## config.mk

```make
export PLATFORM = sky130hd
export DESIGN_NAME = axis_bus_arbiter
export DESIGN_NICKNAME = d
export VERILOG_FILES = /design/src/rtl/axis_bus_arbiter.sv
export SDC_FILE = /design/constraint.sdc
export NUM_CORES = 1
export LEC_CHECK = 0
export BUFFER_PORTS_ARGS = -buffer_cell sky130_fd_sc_hd__buf_2
export CAP_MARGIN = 0
export CORE_AREA = 2 2 234 236
export DETAILED_ROUTE_END_ITERATION = 8
export DIE_AREA = 0 0 236 238
export PLACE_DENSITY = 0.45
export SLEW_MARGIN = 20
export SYNTH_ARGS = -nofsm -noshare
export SYNTH_HDL_FRONTEND = slang
export SYNTH_SLANG_ARGS = --single-unit
```

## constraint.sdc

```tcl
create_clock -name clk -period 5.2 [get_ports clk]
set_input_delay 0.26 -clock clk [delete_from_list [all_inputs] [get_ports clk]]
set_output_delay 0.26 -clock clk [all_outputs]
set_load 0.05 [all_outputs]
```

## src/rtl/axis_bus_arbiter.sv

```systemverilog
// Purpose : round-robin packet arbiter gathering 16 AXI-Stream FIFOs onto one bus.
// Latency : 1 cycle arbitration (IDLE) and 1 cycle input-to-output through the output register.
// Backpr. : the granted FIFO sees tready only while the output slot is empty or draining.
//
// Ports:
//   clk, rst                       clock and asynchronous active-high reset
//   in_tvalid/in_tlast/in_tdata    16 upstream streams, FIFO n at bit n / slice n
//   in_tready                      per-FIFO ready, one-hot or zero
//   bus_sel                        registered grant code, 128+n while FIFO n owns the bus, else 0
//   axis_out_*                     registered downstream stream
//   pkt_err                        one-cycle pulse when a packet is cut at MAX_BEATS
module axis_bus_arbiter #(
    parameter int DATA_W    = 32,
    parameter int MAX_BEATS = 256
) (
    input  logic                 clk,
    input  logic                 rst,
    input  logic [15:0]          in_tvalid,
    input  logic [15:0]          in_tlast,
    input  logic [16*DATA_W-1:0] in_tdata,
    output logic [15:0]          in_tready,
    output logic [7:0]           bus_sel,
    output logic                 axis_out_tvalid,
    output logic [DATA_W-1:0]    axis_out_tdata,
    output logic                 axis_out_tlast,
    input  logic                 axis_out_tready,
    output logic                 pkt_err
);

    typedef enum logic {IDLE, BUSY} state_t;

    // Beat counter value on the final permitted beat of a packet.
    localparam logic [15:0] LAST_CNT = 16'(MAX_BEATS - 1);

    state_t              state_q, state_d;
    logic [3:0]          grant_q, grant_d;
    logic [3:0]          rr_ptr_q, rr_ptr_d;
    logic [15:0]         beat_cnt_q, beat_cnt_d;
    logic [7:0]          bus_sel_q;
    logic                out_vld_q;
    logic [DATA_W-1:0]   out_dat_q;
    logic                out_last_q;
    logic                pkt_err_q;

    logic                pick_vld;
    logic [3:0]          pick_idx;
    logic                slot_free;
    logic                accept;
    logic                cnt_limit;
    logic                beat_last;
    logic                forced;
    logic [DATA_W-1:0]   sel_dat;

    // Round-robin search: walk offsets from the top down so the smallest
    // offset from rr_ptr is the last (and therefore winning) assignment.
    always_comb begin
        pick_vld = 1'b0;
        pick_idx = rr_ptr_q;
        for (int k = 15; k >= 0; k--) begin
            if (in_tvalid[rr_ptr_q + 4'(k)]) begin
                pick_vld = 1'b1;
                pick_idx = rr_ptr_q + 4'(k);
            end
        end
    end

    assign slot_free = !out_vld_q || axis_out_tready;
    assign sel_dat   = in_tdata[int'(grant_q) * DATA_W +: DATA_W];
    assign accept    = (state_q == BUSY) && in_tvalid[grant_q] && slot_free;
    assign cnt_limit = (beat_cnt_q == LAST_CNT);
    assign beat_last = in_tlast[grant_q] || cnt_limit;
    // A packet reaching the limit with its own tlast is a normal release.
    assign forced    = accept && !in_tlast[grant_q] && cnt_limit;

    always_comb begin
        in_tready = 16'd0;
        if (state_q == BUSY && slot_free) begin
            in_tready[grant_q] = 1'b1;
        end
    end

    always_comb begin
        state_d    = state_q;
        grant_d    = grant_q;
        rr_ptr_d   = rr_ptr_q;
        beat_cnt_d = beat_cnt_q;
        case (state_q)
            IDLE: begin
                if (pick_vld) begin
                    state_d    = BUSY;
                    grant_d    = pick_idx;
                    beat_cnt_d = 16'd0;
                end
            end
            BUSY: begin
                if (accept) begin
                    beat_cnt_d = beat_cnt_q + 16'd1;
                    if (beat_last) begin
                        state_d  = IDLE;
                        rr_ptr_d = grant_q + 4'd1;
                    end
                end
            end
            default: state_d = IDLE;
        endcase
    end

    always_ff @(posedge clk or posedge rst) begin
        if (rst) begin
            state_q    <= IDLE;
            grant_q    <= 4'd0;
            rr_ptr_q   <= 4'd0;
            beat_cnt_q <= 16'd0;
            bus_sel_q  <= 8'd0;
            out_vld_q  <= 1'b0;
            out_dat_q  <= '0;
            out_last_q <= 1'b0;
            pkt_err_q  <= 1'b0;
        end else begin
            state_q    <= state_d;
            grant_q    <= grant_d;
            rr_ptr_q   <= rr_ptr_d;
            beat_cnt_q <= beat_cnt_d;
            bus_sel_q  <= (state_d == BUSY) ? {4'b1000, grant_d} : 8'd0;
            pkt_err_q  <= forced;
            if (accept) begin
                out_vld_q  <= 1'b1;
                out_dat_q  <= sel_dat;
                out_last_q <= beat_last;
            end else if (axis_out_tready) begin
                out_vld_q  <= 1'b0;
            end
        end
    end

    assign bus_sel         = bus_sel_q;
    assign axis_out_tvalid = out_vld_q;
    assign axis_out_tdata  = out_dat_q;
    assign axis_out_tlast  = out_last_q;
    assign pkt_err         = pkt_err_q;

endmodule
```

# Yosys cells after proc, flatten, opt, wreduce, memory -nomap -nowiden
# Cells that the tools add are included.
totals:
  input_bits: 547
  wordCells: 145
  ff_bits: 68
  output_inout_bits: 59
op_classes:
  n_reduce_logical: 13
  bitwise_logic: 1
  shift: 1
  n_mux: 83
  addsub: 17
  n_eq_ne: 3
  order_cmp: 18
op_table:
  columns: ["cell", "n"]
  rows:
  - ["variable part select 512 x 10 -> 32 bit", 1]
  - ["< comparator 4 x 5 -> 1 bit (second input constant)", 17]
  - ["binary-select mux 1 bit (select 4 bit)", 18]
  - ["2-to-1 mux 4 bit", 18]
  - ["2-to-1 mux 16 bit", 3]
  - ["2-to-1 mux 1 bit", 40]
  - ["adder 4 bit (second input constant)", 8]
  - ["case mux 16 bit (2 select lines)", 1]
  - ["adder 16 x 1 -> 16 bit (second input constant)", 1]
  - ["adder 4 x 3 -> 4 bit (second input constant)", 4]
  - ["equality test 16 x 8 -> 1 bit (second input constant)", 1]
  - ["adder 4 x 1 -> 4 bit (second input constant)", 2]
  - ["adder 4 x 2 -> 4 bit (second input constant)", 2]
  - ["2-to-1 mux 8 bit", 1]
  - ["logical AND 1 bit", 6]
  - ["demux 1 bit (select 4 bit)", 1]
  - [">= comparator 4 x 1 -> 1 bit (second input constant)", 1]
  - ["AND reduction 3 bit", 1]
  - ["logical NOT 1 bit", 2]
  - ["logical OR 1 bit", 2]
  - ["inequality test 2 x 1 -> 1 bit (second input constant)", 1]
  - ["inequality test 2 bit (second input constant)", 1]
  - ["case mux 1 bit (2 select lines)", 1]
  - ["AND reduction 2 bit", 1]
  - ["2 further kinds", 2]

# Logic depth before layout (Yosys ltp)
# Gate-level depths: netlist (run 1).
logic_depth:
  word_depth: 22
  ltp_mapped: 17
  ltp_nobuf: 11

# Worst setup path after synthesis (run 1)
# No wires, ideal clock.
synth_path:
  kind: "reg2reg"
  start: "reg rr_ptr_q[0]"
  end: "reg beat_cnt_q[15]"
  arrival_time_ns: 4.272
  required_ns: 5.068
  stages_incl_launch_ff: 17
  setup_slack_ns: 0.796
  setup_ns: 0.132
  path_buffers: 5
  period_less_slack_ns: 4.404
  cell_sequence: "dfrtp_1 -> buf_6 -> buf_6 -> buf_2 -> inv_1 -> clkbuf_1 -> ha_1 -> buf_6 -> mux2_1 -> mux4_2 -> mux2_4 -> or4_4 -> o41ai_4 -> a21oi_2 -> nand4_1 -> xor2_1 -> nor2_1"
synth_via:
  elab_chain_len: 21
  word_cells_on_any_way: 65
  cone_classes: "add/sub (15); eq/ne (1); mux (48); reduce/logical (1)"
synth_rtl:
  columns: ["item", "line_no", "source"]
  rows:
  - ["from (decl)", "37", "logic [3:0] rr_ptr_q, rr_ptr_d;"]
  - ["from (signal assigned)", "122", "rr_ptr_q <= rr_ptr_d;"]
  - ["adder 4 bit", "60", "if (in_tvalid[rr_ptr_q + 4'(k)]) begin"]
  - ["binary-select mux 1 bit (select 4 bit)", "60", null]
  - ["2-to-1 mux 1 bit (implied by the code)", "60", null]
  - ["2-to-1 mux 1 bit (15 in a row)", "60", null]
  - ["2-to-1 mux 1 bit *", "60", null]
  - ["inequality test 2 bit (no source line) *", null, null]
  - ["AND reduction 2 bit (no source line) *", null, null]
  - ["to (signal assigned)", "123", "beat_cnt_q <= beat_cnt_d;"]
  - ["to (decl)", "38", "logic [15:0] beat_cnt_q, beat_cnt_d;"]
# Every way passes the cells marked *; elsewhere a longest branch is shown, timed or not. The select of a mux whose other input is x is not followed.
# A chain may end at the register's enable or synchronous reset.

# Final worst setup path (run 1)
layout_path:
  start: "reg rr_ptr_q[1]"
  end: "reg beat_cnt_q[15]"
# Same word-level chain as after synthesis.

==> flow_metrics.tcl, run 1 <==
set metrics [dict create \
    outcome "finished, final reports clean" \
    startpoint "rr_ptr_q[1]" \
    hold_viol_final 0 \
    reg2reg_depth 12 \
    wl_met2_um 26700 \
    ios 606 \
    worst_hold_slack_ns 0.166 \
    post-route-period-util 0.789 \
    cts_root_buf "clkbuf_16" \
    cp_max_fo 14 \
    grt_setup_unrepaired "no" \
    place_hpwl_um 45300 \
    portBuffers 602 \
    rows 85 \
    drc_errors 0 \
    cts_tree "done" \
    drt-total-wl_um 53700 \
    routedWlPerCell_um 27.1 \
    vias_per_cell 4.90 \
    first_pass_iters 5 \
    synth_top_area_frac 0.510 \
    start_util 0.169 \
    crit_type "reg -> reg" \
    gr-usage-all-layers 0.187 \
    clock_latency_ns 0.38 \
    critPathArrivalTime_ns 4.36 \
    clk_pin_slew_worst_paths_ns 0.07 \
    drt_iter0_markers 786 \
    critPathLaunchType "flip-flop" \
    yosysMostFrequentCell "mux4_2" \
    routedLengthMet1_um 21600 \
    top_layer_used "met5" \
    fin_nets 1831 \
    vias 9708 \
    clock-sinks 64 \
    powerDensity_mw_per_mm2 686 \
    grt-ovfl-total 0 \
    die_w_um 236 \
    place_area_mm2 0.0128 \
    yosysWarnings 0 \
    leakagePower_nw 5.79 \
    r2r_start "rr_ptr_q[1]" \
    place.gp.congestion 0.992 \
    r2r-end "beat_cnt_q[15]" \
    fp.dieArea_mm2 0.0562 \
    synthCells 708 \
    crit_path_end_kind "flip-flop" \
    synth_seq_cells 64 \
    report.final.slew_viol_count 0 \
    ant_nets 0 \
    synth-edff-count 0 \
    grt_max_degree 73 \
    max-vdd-ir-drop_mv 0.240 \
    rrSetupSlack_ns 1.10 \
    synthDistinctLibCells 64 \
    final_layout_size_suffix_gt1_frac 0.708 \
    fin_skew_ns 0.0100 \
    finalSetupViolCount 0 \
    cts_setup_buffers 0 \
    final_area_mm2 0.0132 \
    power_mw 9.03 \
    min_path_type "in -> reg" \
    grt_antenna_before_repair 33 \
    die_h_um 238 \
    synthesis.area_mm2 0.00905 \
    cts_max_level 3 \
    avgSynthCellArea_um2 12.8 \
    clock_path_buffers 2 \
    ys_seq_area_frac 0.177 \
    final.setup.tns_ns 0 \
    ys.flop_type "dfrtp_1" \
    ys_top_cells_by_count "mux4_2, dfrtp_1, nor2_1" \
    slew-limit-headroom 0.306 \
    fin_crit_ns 4.10 \
    fill_cells 5702 \
    coreArea_mm2 0.0535 \
    fin_ws_ns 1.10 \
    place_ws_ns 1.10 \
    cts_buffers 9 \
    drv_cap 0 \
    met3WireLength_um 4010 \
    grt_pass1_wl_um 74800 \
    grt_pass1_vias 10166 \
    cts_resized 0 \
    fmax_mhz 244 \
    worst_slew_pin_slew_ns 1.04 \
    synth.top_cells.by_area "mux4_2, dfrtp_1, mux2_2" \
    postSynth.asyncResetShare 1.00 \
    synth_top_cell_by_area "mux4_2" \
    area_growth_pct 45.5 \
    required_ns 5.46 \
    crit_end "beat_cnt_q[15]" \
]
## logic make-up (layout without fill, tap and decap cells)
group | Yosys count | in the layout | share of synthesized area
other | 1 | 11 | 0.000414
adders and majority gates | 12 | 12 | 0.0166
DFF | 64 | 64 | 0.177
muxes | 273 | 273 | 0.593
and+or+nand+nor | 161 | 161 | 0.0817
buffers and inverters | 90 | 657 | 0.0418
AOI/OAI and AO/OA | 78 | 78 | 0.0615
xor gates and xnor gates | 29 | 29 | 0.0281
## critical path, cell delays in order (launching register included)
cell and delay [ns]:
dfrtp_1 0.48, inv_1 0.10, ha_1 0.55, buf_4 0.30
mux4_2 0.38, mux2_2 0.33, mux2_2 0.38, or3_1 0.44
o41ai_4 0.54, a21oi_2 0.15, nand4_1 0.14, xor2_1 0.16
nor2_1 0.05
## metrics by stage
step                      std cells  utilization
after CTS                      1973        0.246
after floorplan                 710            -
after global placement         1956        0.239
after detailed placement       1956        0.239
final                          1981        0.246
after global routing           1979        0.246
## flip-flops by register name (all words and copies together), names as in the netlist
signal           flops
beat_cnt_q          16
axis_out_tlast       1
grant_q              4
axis_out_tvalid      1
pkt_err              1
bus_sel              5
rr_ptr_q             4
axis_out_tdata      32
## worst min-delay path by stage
stage / from / to / slack (ns) / cells past startpoint
finish: axis_out_tready / axis_out_tvalid / 0.17 / 3
global route: axis_out_tready / axis_out_tvalid / 0.15 / 3
CTS: axis_out_tready / axis_out_tvalid / 0.12 / 3
detailed placement: rst / axis_out_tdata[8] / 0.38 / 2
global placement: rst / axis_out_tdata[7] / 0.40 / 2
floorplan: axis_out_tready / axis_out_tvalid / 0.44 / 2
## cell type report
class | count | area (µm²) | share of cell area
flip-flops and latches | 64 | 1610 | 0.122
clock inverters | 7 | 103 | 0.00779
multi-input cells | 556 | 7090 | 0.538
well taps | 696 | 871 | 0.0661
clock buffers | 9 | 225 | 0.0171
inverters | 19 | 73.8 | 0.00561
diodes | 8 | 20.0 | 0.00152
repair buffers | 622 | 3180 | 0.241
## report_power, final
group / internal, mW / switching, mW
sequential: 0.716 / 0.234
combinational: 3.23 / 4.12
clock: 0.425 / 0.306
total: 4.37 / 4.66
## cells in the final DEF, fill, tap and decap left out, drive strengths merged, types with 3 or more instances in the layout
master	instances
a2111oi	3
a211oi	5
a21o	3
a21oi	22
a22oi	3
a311oi	3
and2	5
and3	7
buf	621
clkbuf	9
clkinv	5
conb	3
dfrtp	64
diode	8
ha	12
inv	18
mux2	52
mux2i	16
mux4	205
nand2	32
nand2b	5
nand3	18
nand4	3
nor2	63
nor3	13
nor4	7
o21ai	11
o22ai	3
xnor2	16
xor2	13
## layer usage
metal  track usage  vias to the layer above
met5             0                        -
met4        0.0560                       26
met3        0.0508                       82
met2         0.314                      463
met1         0.235                     5056
li1              -                     4081
## what timing repair did
item | CTS | global route
hold buffers | 1 | 0
hold endpoints to repair | 28 | 0
endpoints found under the setup margin | 0 | 0
(Power assumes the default switching activity.)
==> inputs of run 2 (changes only) <==
PLACE_DENSITY = 0.47   (was 0.45)
clock period = 3.55 ns   (was 5.2 ns; I/O delays follow)
==> run 2 against run 1 <==
Critical path depth unchanged; total power rose by 63%; register-to-register slack worse by 1.1 ns; hold slack worse by 0.091 ns; critical endpoint is now bus_sel[0].
==> flow_metrics.tcl, run 2 (synthesis gave the netlist of run 1 again) <==
set metrics [dict create \
    fin_util 0.259 \
    crit_family "multiplexers" \
    grt_setup_unrepaired "yes" \
    die_w_um 236 \
    fmax_mhz 285 \
    min_path_type "in -> reg" \
    critPathLaunchType "flip-flop" \
    post-route-period-util 0.989 \
    drt_iter0_markers 930 \
    cts_max_level 3 \
    clock_latency_ns 0.38 \
    cts_root_buf "clkbuf_16" \
    report.final.slew_viol_count 0 \
    final_common_cell "buf_2" \
    path_cells "clkinvlp_4 -> ha_4 -> buf_4 -> buf_4 -> mux2_4 -> mux4_2 -> mux2_4 -> or4_4 -> nor2_1 -> a41o_1 -> inv_1 -> and2_1" \
    critPathBufInv 4 \
    cts_buffers 9 \
    layout_common_cells "buf_2, mux4_2, buf_4" \
    crit_type "reg -> reg" \
    drt-total-wl_um 54800 \
    fin_crit_ns 3.51 \
    p_sw_mw 7.22 \
    power.share.sequential 0.093 \
    grt_max_degree 83 \
    leakagePower_nw 6.15 \
    critPathArrivalTime_ns 3.78 \
    fill_cells 5767 \
    portBuffers 602 \
    multi_input_area_mm2 0.00721 \
    comb_power_share 0.834 \
    outcome "finished, final reports clean" \
    grt_antenna_before_repair 34 \
    gr-usage-all-layers 0.190 \
    cts_tree "done" \
    first_pass_iters 7 \
    clock_path_buffers 2 \
    area_growth_pct 53.0 \
    powerDensity_mw_per_mm2 1070 \
    ant_nets 0 \
    drc_errors 0 \
    ios 606 \
    final.setup.tns_ns 0 \
    die_h_um 238 \
    grt_pass1_wl_um 75800 \
    worst_slew_pin_slew_ns 0.886 \
    crit_path_end_kind "flip-flop" \
    critPathSlowestCell "mux4_2" \
    final_layout_size_suffix_gt1_frac 0.736 \
    grt-ovfl-total 0 \
    routedWlPerCell_um 26.8 \
    grt_pass1_vias 10463 \
    coreArea_mm2 0.0535 \
    fin_skew_ns 0.0148 \
    clkPwrFrac 0.073 \
    place_hpwl_um 46500 \
    required_ns 3.82 \
    start_util 0.169 \
    finalSetupViolCount 0 \
    internal_power_mw 7.52 \
    vias 9954 \
    drv_cap 0 \
    largest_reg_flops 32 \
    fin_nets 1894 \
    hold_viol_final 0 \
    clk_pin_slew_worst_paths_ns 0.08 \
    final_area_mm2 0.0138 \
    place.gp.congestion 0.952 \
    slew-limit-headroom 0.407 \
    max_stage_delay_ns 0.47 \
    max-vdd-ir-drop_mv 0.455 \
    vias_per_cell 4.87 \
    clock-sinks 64 \
    cp_max_fo 6 \
    fp.dieArea_mm2 0.0562 \
    swShare 0.490 \
    place_area_mm2 0.0133 \
    regArea_mm2 0.00161 \
    rows 85 \
]
-- run 2: cell types whose count changed in the layout (fill, tap and decap cells not counted), sizes merged --
| cell | before | now |
|---|---|---|
| diode | 8 | 6 |
| clkinv | 5 | 6 |
| inv | 18 | 17 |
| buf | 621 | 684 |
-- run 2: worst min-delay path, stage by stage --
cell and delay (ns):
buf_2 0.07, nand2b_1 0.11, nand2_1 0.05
-- run 2: area by class of cell --
| cell class | instances | area share |
|---|---|---|
| multi-input cells | 556 | 0.521 |
| repair buffers | 685 | 0.269 |
| flip-flops and latches | 64 | 0.116 |
| well taps | 696 | 0.0629 |
| clock buffers | 9 | 0.0163 |
| clock inverters | 7 | 0.00741 |
| inverters | 19 | 0.00579 |
| diodes | 6 | 0.00108 |
-- run 2: timing repair --
item / 4_1_cts / 5_1_grt
endpoints found under the hold margin: 37 / 0
setup endpoints to repair: 8 / 22
pin swaps: 2 / 17
gates resized for setup: 6 / 26
setup buffers: 4 / 9
hold buffers: 1 / 0
-- run 2: power groups by stage --
stage               Sequential (mW)  Clock (mW)  Combinational [mW]
floorplan                      1.97           0                7.30
global placement               1.37           0                11.8
detailed placement             1.37           0                11.7
CTS                            1.37        1.14                11.9
global route                   1.41        1.16                13.1
finish                         1.37        1.08                12.3
-- run 2: per-layer routing --
layer	global-route usage	vias to the layer above	wire (µm)
met3	0.0711	94	5150
met4	0.0496	22	1460
li1	-	4209	-
met2	0.319	519	26800
met5	0	-	141
met1	0.228	5110	21300
-- run 2: metrics by stage --
| stage | setup slack, ns | std cells | hold WS [ns] | power [mW] |
|---|---|---|---|---|
| finish | 0.0377 | 2042 | 0.0747 | 14.7 |
| global route | -0.0831 | 2041 | 0.0635 | 15.7 |
| CTS | 0.00346 | 2028 | 0.0556 | 14.4 |
| detailed placement | -0.141 | 2007 | 0.330 | 13.1 |
| global placement | -0.159 | 2007 | 0.327 | 13.1 |
| floorplan | -0.254 | 710 | 0.353 | 9.26 |
-- run 2: final timing paths --
kind | from | to | slack (ns) | cells after the start
max | rr_ptr_q[1] | bus_sel[0] | 0.04 | 12
min | axis_out_tready | axis_out_tvalid | 0.07 | 3
max reg2reg | rr_ptr_q[1] | bus_sel[0] | 0.04 | 12
min reg2reg | axis_out_tlast | axis_out_tlast | 0.50 | 1
max in group asynchronous | rst | axis_out_tdata[23] | 2.10 | 4
min in group asynchronous | rst | beat_cnt_q[1] | 0.50 | 3
